File: src/rtl/multdiv.sv
// -----------------------------------------------------------------------------
// multdiv - multi-cycle signed 32-bit multiply / divide unit
//
// This unit sits beside the single-cycle ALU and executes mul and div. A
// one-cycle ctrl_MULT or ctrl_DIV pulse starts an operation. The unit then
// runs for 32 iterations and one sign-fix cycle. It reports completion with a
// one-cycle data_resultRDY strobe exactly 33 edges after the start edge.
//
// Ports
//   clock           in   1   rising-edge clock
//   reset           in   1   asynchronous, active-high reset
//   data_operandA   in  32   signed multiplicand / dividend (sampled at start)
//   data_operandB   in  32   signed multiplier / divisor    (sampled at start)
//   ctrl_MULT       in   1   start pulse, multiply (wins over ctrl_DIV)
//   ctrl_DIV        in   1   start pulse, divide
//   data_result     out 32   product low word or quotient (registered, held)
//   data_exception  out  1   multiply overflow, divide overflow or divide by 0
//   data_resultRDY  out  1   one-cycle result-valid strobe
// -----------------------------------------------------------------------------
module multdiv (
    input  logic        clock,
    input  logic        reset,
    input  logic [31:0] data_operandA,
    input  logic [31:0] data_operandB,
    input  logic        ctrl_MULT,
    input  logic        ctrl_DIV,
    output logic [31:0] data_result,
    output logic        data_exception,
    output logic        data_resultRDY
);

    typedef enum logic [1:0] {
        S_IDLE = 2'd0,
        S_MUL  = 2'd1,
        S_DIV  = 2'd2,
        S_DONE = 2'd3
    } state_t;

    state_t      state_q, state_d;
    logic [5:0]  cnt_q, cnt_d;      // iterations completed, 0..32
    logic [63:0] acc_q, acc_d;      // mul: {partial hi, multiplier}; div: {remainder, dividend/quotient}
    logic [31:0] opnd_q, opnd_d;    // |B|: multiplicand or divisor
    logic        neg_q, neg_d;      // result sign for the final fix-up
    logic        bzero_q, bzero_d;  // divide by zero
    logic        dovf_q, dovf_d;    // 0x80000000 / -1
    logic [31:0] result_q, result_d;
    logic        exc_q, exc_d;

    // Operand magnitudes. |0x80000000| = 0x80000000 remains correct as an unsigned value.
    logic [31:0] mag_a, mag_b;
    assign mag_a = data_operandA[31] ? (32'd0 - data_operandA) : data_operandA;
    assign mag_b = data_operandB[31] ? (32'd0 - data_operandB) : data_operandB;

    // Shift-add step: add the multiplicand into the high half when the multiplier LSB is set,
    // then shift right. The carry out of the add becomes the new MSB.
    logic [32:0] mul_sum;
    logic [63:0] mul_next;
    assign mul_sum  = {1'b0, acc_q[63:32]} + (acc_q[0] ? {1'b0, opnd_q} : 33'd0);
    assign mul_next = {mul_sum, acc_q[31:1]};

    // Restoring step: shift the next dividend bit into the remainder, then try to subtract.
    // The remainder is always below the divisor (at most 2^31), so 33 bits hold the shifted value.
    logic [32:0] div_shift;
    logic [33:0] div_diff;
    logic [63:0] div_next;
    assign div_shift = acc_q[63:31];
    assign div_diff  = {1'b0, div_shift} - {2'b00, opnd_q};
    assign div_next  = div_diff[33] ? {acc_q[62:0], 1'b0}
                                    : {div_diff[31:0], acc_q[30:0], 1'b1};

    // Signed results after the sign fix.
    logic [63:0] prod_s;
    logic [31:0] quo_s;
    logic        mul_ovf;
    assign prod_s  = neg_q ? (64'd0 - acc_q) : acc_q;
    assign quo_s   = neg_q ? (32'd0 - acc_q[31:0]) : acc_q[31:0];
    // The product fits in 32 signed bits only if bits 63..31 are all equal.
    assign mul_ovf = ~((&prod_s[63:31]) | ~(|prod_s[63:31]));

    always_comb begin
        // NOTE: every signal is given a default first, so no path leaves a value unassigned and no latch is inferred.
        state_d  = state_q;
        cnt_d    = cnt_q;
        acc_d    = acc_q;
        opnd_d   = opnd_q;
        neg_d    = neg_q;
        bzero_d  = bzero_q;
        dovf_d   = dovf_q;
        result_d = result_q;
        exc_d    = exc_q;

        unique case (state_q)
            S_IDLE: ;
            S_MUL: begin
                if (cnt_q == 6'd32) begin
                    state_d  = S_DONE;
                    result_d = prod_s[31:0];
                    exc_d    = mul_ovf;
                end else begin
                    acc_d = mul_next;
                    cnt_d = cnt_q + 6'd1;
                end
            end
            S_DIV: begin
                if (cnt_q == 6'd32) begin
                    state_d = S_DONE;
                    if (bzero_q) begin
                        result_d = 32'd0;
                        exc_d    = 1'b1;
                    end else begin
                        // 0x80000000 / -1 already yields 0x80000000; only the flag differs.
                        result_d = quo_s;
                        exc_d    = dovf_q;
                    end
                end else begin
                    acc_d = div_next;
                    cnt_d = cnt_q + 6'd1;
                end
            end
            S_DONE: state_d = S_IDLE;
            default: state_d = S_IDLE;
        endcase

        // A start pulse overrides everything, including an operation in flight.
        if (ctrl_MULT || ctrl_DIV) begin
            state_d = ctrl_MULT ? S_MUL : S_DIV;
            cnt_d   = 6'd0;
            acc_d   = {32'd0, mag_a};
            opnd_d  = mag_b;
            neg_d   = data_operandA[31] ^ data_operandB[31];
            bzero_d = (data_operandB == 32'd0);
            dovf_d  = (data_operandA == 32'h8000_0000) && (data_operandB == 32'hFFFF_FFFF);
        end
    end

    always_ff @(posedge clock or posedge reset) begin
        if (reset) begin
            state_q  <= S_IDLE;
            cnt_q    <= 6'd0;
            acc_q    <= 64'd0;
            opnd_q   <= 32'd0;
            neg_q    <= 1'b0;
            bzero_q  <= 1'b0;
            dovf_q   <= 1'b0;
            result_q <= 32'd0;
            exc_q    <= 1'b0;
        end else begin
            // NOTE: sequential state uses non-blocking assignments, so every register samples pre-edge values.
            state_q  <= state_d;
            cnt_q    <= cnt_d;
            acc_q    <= acc_d;
            opnd_q   <= opnd_d;
            neg_q    <= neg_d;
            bzero_q  <= bzero_d;
            dovf_q   <= dovf_d;
            result_q <= result_d;
            exc_q    <= exc_d;
        end
    end

    assign data_result    = result_q;
    assign data_exception = exc_q;
    assign data_resultRDY = (state_q == S_DONE);

endmodule

File: config.mk
export PLATFORM = sky130hd
export DESIGN_NAME = multdiv
export DESIGN_NICKNAME = d
export VERILOG_FILES = /design/src/rtl/multdiv.sv
export SDC_FILE = /design/constraint.sdc
export NUM_CORES = 1
export LEC_CHECK = 0
export ABC_AREA = 1
export CAP_MARGIN = 20
export CELL_PAD_IN_SITES_DETAIL_PLACEMENT = 0
export CELL_PAD_IN_SITES_GLOBAL_PLACEMENT = 1
export CORE_MARGIN = 2
export CORE_UTILIZATION = 35
export DETAILED_ROUTE_END_ITERATION = 10
export PLACE_DENSITY = 0.77
export SETUP_SLACK_MARGIN = 0.02
export SYNTH_ARGS = -nofsm -noshare
export SYNTH_HDL_FRONTEND = slang
export SYNTH_SLANG_ARGS = --single-unit
File: constraint.sdc
create_clock -name clock -period 4 [get_ports clock]
set_input_delay 0.4 -clock clock [delete_from_list [all_inputs] [get_ports clock]]
set_output_delay 0.4 -clock clock [all_outputs]
set_load 0.005 [all_outputs]
After elaboration in Yosys (flattened, before gate mapping)
Cells that the tools add are included.
{ "op_classes": {"n_addsub": 7, "n_mul": 0, "div_mod_pow": 0, "n_lt_le_gt_ge": 0, "n_eq_ne": 12, "shifts": 0, "muxes": 25, "bitwise": 4, "n_reduce_logical": 14} }
{ "ops": {"columns": ["operator", "n"], "rows": [
  ["$mux W64", 5],
  ["$mux W32", 7],
  ["$pmux W64 S2", 1],
  ["$sub A1 B32 Y32 const A", 3],
  ["$eq A32 B32 Y1 const B", 2],
  ["$pmux W32 S2", 1],
  ["$sub A1 B64 Y64 const A", 1],
  ["$sub A33 B32 Y34", 1],
  ["$add A32 B32 Y33", 1],
  ["$reduce_and A33 Y1", 1],
  ["$reduce_or A33 Y1", 1],
  ["$logic_not A32 Y1", 1],
  ["$mux W6", 3],
  ["$add A6 B1 Y6 const B", 1],
  ["$eq A6 B6 Y1 const B", 1],
  ["$mux W2", 3],
  ["$ne A3 B3 Y1 const B", 2],
  ["$reduce_and A3 Y1", 2],
  ["$reduce_bool A3 Y1", 2],
  ["$eq A2 B2 Y1 const B", 2],
  ["$ne A2 B2 Y1 const B", 2],
  ["$pmux W2 S2", 1],
  ["$reduce_and A2 Y1", 2],
  ["$reduce_bool A2 Y1", 2],
  ["other kinds (11)", 14]
]} }
{ "word_totals": {"reg_bits": 140, "latch_bits": 0, "ram_bits": 0, "rom_bits": 0, "inputBits": 68, "out_inout_bits": 34, "word_cells": 71, "mem_count": 0} }

Longest topological paths before layout
{ "depth": {"depth_word": 8, "depth_mapped": 23, "mapped_depth_nobuf": 21} }

Worst setup path after synthesis
OpenSTA, ideal clock, no wires.
{ "synth_path": {"kind": "reg-to-reg", "startpoint": "reg acc_q[0]", "endpoint": "reg acc_q[61]", "setup_time_ps": 117, "arrival_ps": 2692, "required_ps": 3883, "slack_ps": 1191, "stages_incl_launch_ff": 24, "path_buffers": 2, "period_less_slack_ps": 2809, "path_cell_list": "dfrtp_1 -> buf_2 -> clkbuf_1 -> nand2_1 -> inv_1 -> ha_1 -> inv_1 -> fa_1 -> inv_1 -> nand2_1 -> o21ai_2 -> inv_1 -> o21ai_1 -> nand2_1 -> nand2_1 -> nand2_1 -> a21oi_1 -> nand2_1 -> inv_1 -> nor2_1 -> nand2_1 -> nand3_1 -> nand3_1 -> nand2_1"} }
{ "synth_between": {"elab_chain_len": 5} }
{ "synth_rtl": {"columns": ["element", "line_no", "rtl"], "rows": [
  ["start, declared", "41", "logic [63:0] acc_q, acc_d;"],
  ["start signal, assigned", "140", "acc_q <= 64'd0;"],
  ["start signal, assigned", "151", "acc_q <= acc_d;"],
  ["$mux W32", "58", "assign mul_sum = {1'b0, acc_q[63:32]} + (acc_q[0] ? {1'b0, opnd_q} : 33'd0);"],
  ["$add A32 B32 Y33", "58", null],
  ["$mux W64", "95", "if (cnt_q == 6'd32) begin"],
  ["$pmux W64 S2", "92", "unique case (state_q)"],
  ["$mux W64", "125", "if (ctrl_MULT || ctrl_DIV) begin"]
]} }
Every way passes these cells. The select of a mux whose other input is x is not followed.
A chain may end at the register's enable or synchronous reset.

Worst setup path after layout
Ends and elaborated chain as after synthesis.

==> results.md <==
- Outcome: complete, no violations
- Fillers: 4477
- CTS tree: yes
- Die area: ~0.043 mm^2
- Worst path cell trace: buf_4, nand2_1, fa_1, inv_1, nand2_1, o21ai_2, inv_1, o21ai_1, nand2_1, nand2_1, nand2_1, a21oi_1, nand2_1, inv_1, nor2_1, nand2_1, nand3_1, nand3_1, nand2_1
- FF-to-FF setup slack: about 0.75 ns
- CP Class: register to register
- First DRT Iteration DRCs: ~1600
- Max_slew headroom: a little under a third
- Peak supply drop: roughly 250 uV
- Core Area: about 0.04 mm^2
- Non-Filler Instances: approximately 3000
- R2r endpoint: acc_q[61]$_DFFE_PP0P_
- Dpl cells: 2967
- Crit path capture type: register
- Drt first pass iters: 7
- Arrival time at the worst endpoint: roughly 3.6 ns
- # rows: 74
- Wirelength per Cell: 19.3 um
- # hold bufs at CTS: 0
- Post-CTS sizing: 0
- Synth Flop Type: dfrtp_1
- Met2 WL: between 20000 and 25000 um
- Clock Latency Late Sink: about 0.47 ns
- Synthesized flop and latch total: 140
- Worst path max stage delay: 0.46 ns
- First-pass GRT wire length: around 90000 um
- Register area share after synthesis: approximately a quarter
- Setup TNS: 0 ns
- Crit start category: register
- Number of I/O pins: roughly 100
- Antenna diodes: 0
- CTS H-tree lvls: 4
- Setup crit end: acc_q[61]$_DFFE_PP0P_
- Post-CTS Setup Bufs: 0
- Critical Path Slowest Stage Cell: dfrtp_1
- Max clock buf depth: 2
- # nets final: 2598
- Post-DP HPWL: about 47000 um
- Maximum fanout along the worst path: 32
- Max cap viols: 0
- Initial antenna violation count: 0
- Count of flip-flops with a built-in enable after synthesis: 0
- # setup viols final: 0
- Clock skew after layout: 0.0115 ns
- Period utilisation layout: 81.3%
- Critical Path Start: acc_q[0]$_DFFE_PP0P_
- Synth Instances: approximately 2400
- Share of layout cells above drive strength 1: 5.23%
- PD cells: approximately 340 mW/mm^2
- Final Hold Fails: 0
- Routability Congestion: a little under 1
- Uppermost layer routed: met4
- Die span in y: ~210 um
- Layout area overhead: 15.0%
- Core Util, Final: 40.9%
- FF-to-FF path depth: 19
- GRT Total Usage: a little over a quarter
- Final ANT Viol Nets: 0
- Avg Cell Area, Syn: 6.13 um^2
- Crit Reg-Reg Startpoint: acc_q[0]$_DFFE_PP0P_
- Port bufs: 101
- Congestion Overflow GR: 0
- WL met3: between 3000 and 4000 um
- Largest area contributor in the netlist: dfrtp_1
- FFs w/ async S/R, synth: 100%
- Synth unique cells: 62
- Synth top area share: roughly a quarter
- RSZ-0062 raised after global routing: false
- Drt via density: between 5 and 6
- Required @ worst endpoint: 4.35 ns
- Initial Utilization: between 30% and 40%
- Slew Limit Fails: 0
- Vias in the first global route: between 10000 and 15000
- Via count: approximately 16000
- Mapped Area: between 0.01 and 0.015 mm^2
- Fin crit period: between 3 and 4 ns
- Largest cells by area after synthesis: dfrtp_1, nand2_1, o21ai_0
- Clk slew on worst S/H paths: approximately 0.070 ns
- Met1 WL: ~29000 um
- DRC: 0
- Worst hold path type: input pin to asynchronous set/reset pin
- Die width: roughly 210 um
- Total clock sinks: 140
- Root buffer cell: clkbuf_16
- Routed WL: about 58000 um
- Mapped Nets: ~2500
- Leakage: around 8.2 nW
- Ys Warns: 0
- CP most frequent cell: nand2_1
- Number of CTS-inserted buffers: 17
- Largest net degree at the start of global routing: 83
- Measured slew at the worst slew-check pin: slightly above 1 ns
- Peak Freq: around 0.31 GHz
per-stage QoR:
| step | worst slack (ns) | hold WS [ns] | area [um^2] | power [mW] |
|---|---|---|---|---|
| after global routing | 0.463 | 0.380 | 16700 | 6.02 |
| after floorplan | 1.19 | 0.447 | 14600 | 3.21 |
| after global placement | 0.896 | 0.467 | 16200 | 4.01 |
| after detailed placement | 0.831 | 0.476 | 16200 | 4.01 |
| after CTS | 0.809 | 0.330 | 16700 | 5.63 |
| final | 0.749 | 0.325 | 16700 | 5.64 |
synthesized netlist by cell type (8+ instances only):
master and count:
nand2_1 594, nor2_1 306, inv_1 299, o21ai_0 237, a21oi_1 170, nand3_1 152, dfrtp_1 140, ha_1 74
xor2_1 49, nand4_1 48, clkbuf_1 46, a31oi_1 34, nor3_1 29, o211ai_1 13, xnor2_1 13, buf_2 12
o21ai_1 12, or2_2 10, nand3b_1 9, buf_1 8, nand2_2 8, nor4_1 8
worst max-delay path: cells and delay by family (launching register included):
family	cells	cell delay (ns)
buf+inv	4	0.61
compound gates	3	0.64
simple gates	11	0.97
fa+ha+maj	1	0.45
flops	1	0.46
area by class of cell:
type / count / area [um^2] / area share, %
clock buffers: 18 / 439 / 2.62
inverters: 306 / 1150 / 6.88
flip-flops and latches: 140 / 3500 / 20.9
repair buffers: 129 / 1250 / 7.44
well taps: 532 / 666 / 3.97
clock inverters: 14 / 124 / 0.740
multi-input cells: 1860 / 9620 / 57.4
registers in the layout (all words and copies together), names as in the netlist:
register / flops
acc_q: 64
data_result: 32
data_exception: 1
opnd_q: 32
dovf_q: 1
neg_q: 1
state_q: 2
bzero_q: 1
cnt_q: 6
layout by cell type, fill, tap and decap left out, types with 26 or more instances in the layout:
cell type	netlist	final
clkdlybuf4s50_1	0	101
o21ai_0	237	237
nand2_1	594	593
xor2_1	49	49
a21oi_1	170	169
buf_4	1	26
a31oi_1	34	34
nor2_1	306	304
nand3_1	152	152
dfrtp_1	140	139
inv_1	299	298
ha_1	74	73
nand4_1	48	48
nor3_1	29	29
where the power goes:
part           switching, mW  internal, mW  leakage, nW
sequential             0.254          1.55         1.80
clock                  0.775         0.835        0.280
combinational           1.50         0.725         6.09
kinds of logic (layout without fill, tap and decap cells):
kind of cell / Yosys count / in the layout / synth area share (%)
AOI/OAI and AO/OA: 527 / 527 / 20.3
xor gates and xnor gates: 62 / 62 / 3.73
adders and majority gates: 76 / 76 / 6.63
buffers and inverters: 377 / 467 / 10.1
DFF: 140 / 140 / 24.1
muxes: 1 / 1 / 0.0687
and+or+nand+nor: 1194 / 1194 / 35.2
worst min-delay path by stage:
stage / endpoint / slack, ns
after global routing: cnt_q[5]$_DFFE_PP0P_ / 0.38
after CTS: cnt_q[5]$_DFFE_PP0P_ / 0.33
final: cnt_q[5]$_DFFE_PP0P_ / 0.33
after detailed placement: data_result[22]$_DFFE_PP0P_ / 0.48
after global placement: data_result[25]$_DFFE_PP0P_ / 0.47
after floorplan: bzero_q$_DFFE_PP0N_ / 0.45
layer usage:
| metal | up-vias | track usage (%) |
|---|---|---|
| met1 | 7608 | 40.2 |
| li1 | 7997 | - |
| met2 | 520 | 39.7 |
| met3 | 59 | 3.35 |
| met4 | 0 | 6.97 |
| met5 | - | 0 |
Note: power is estimated with default switching activity, not from simulation.
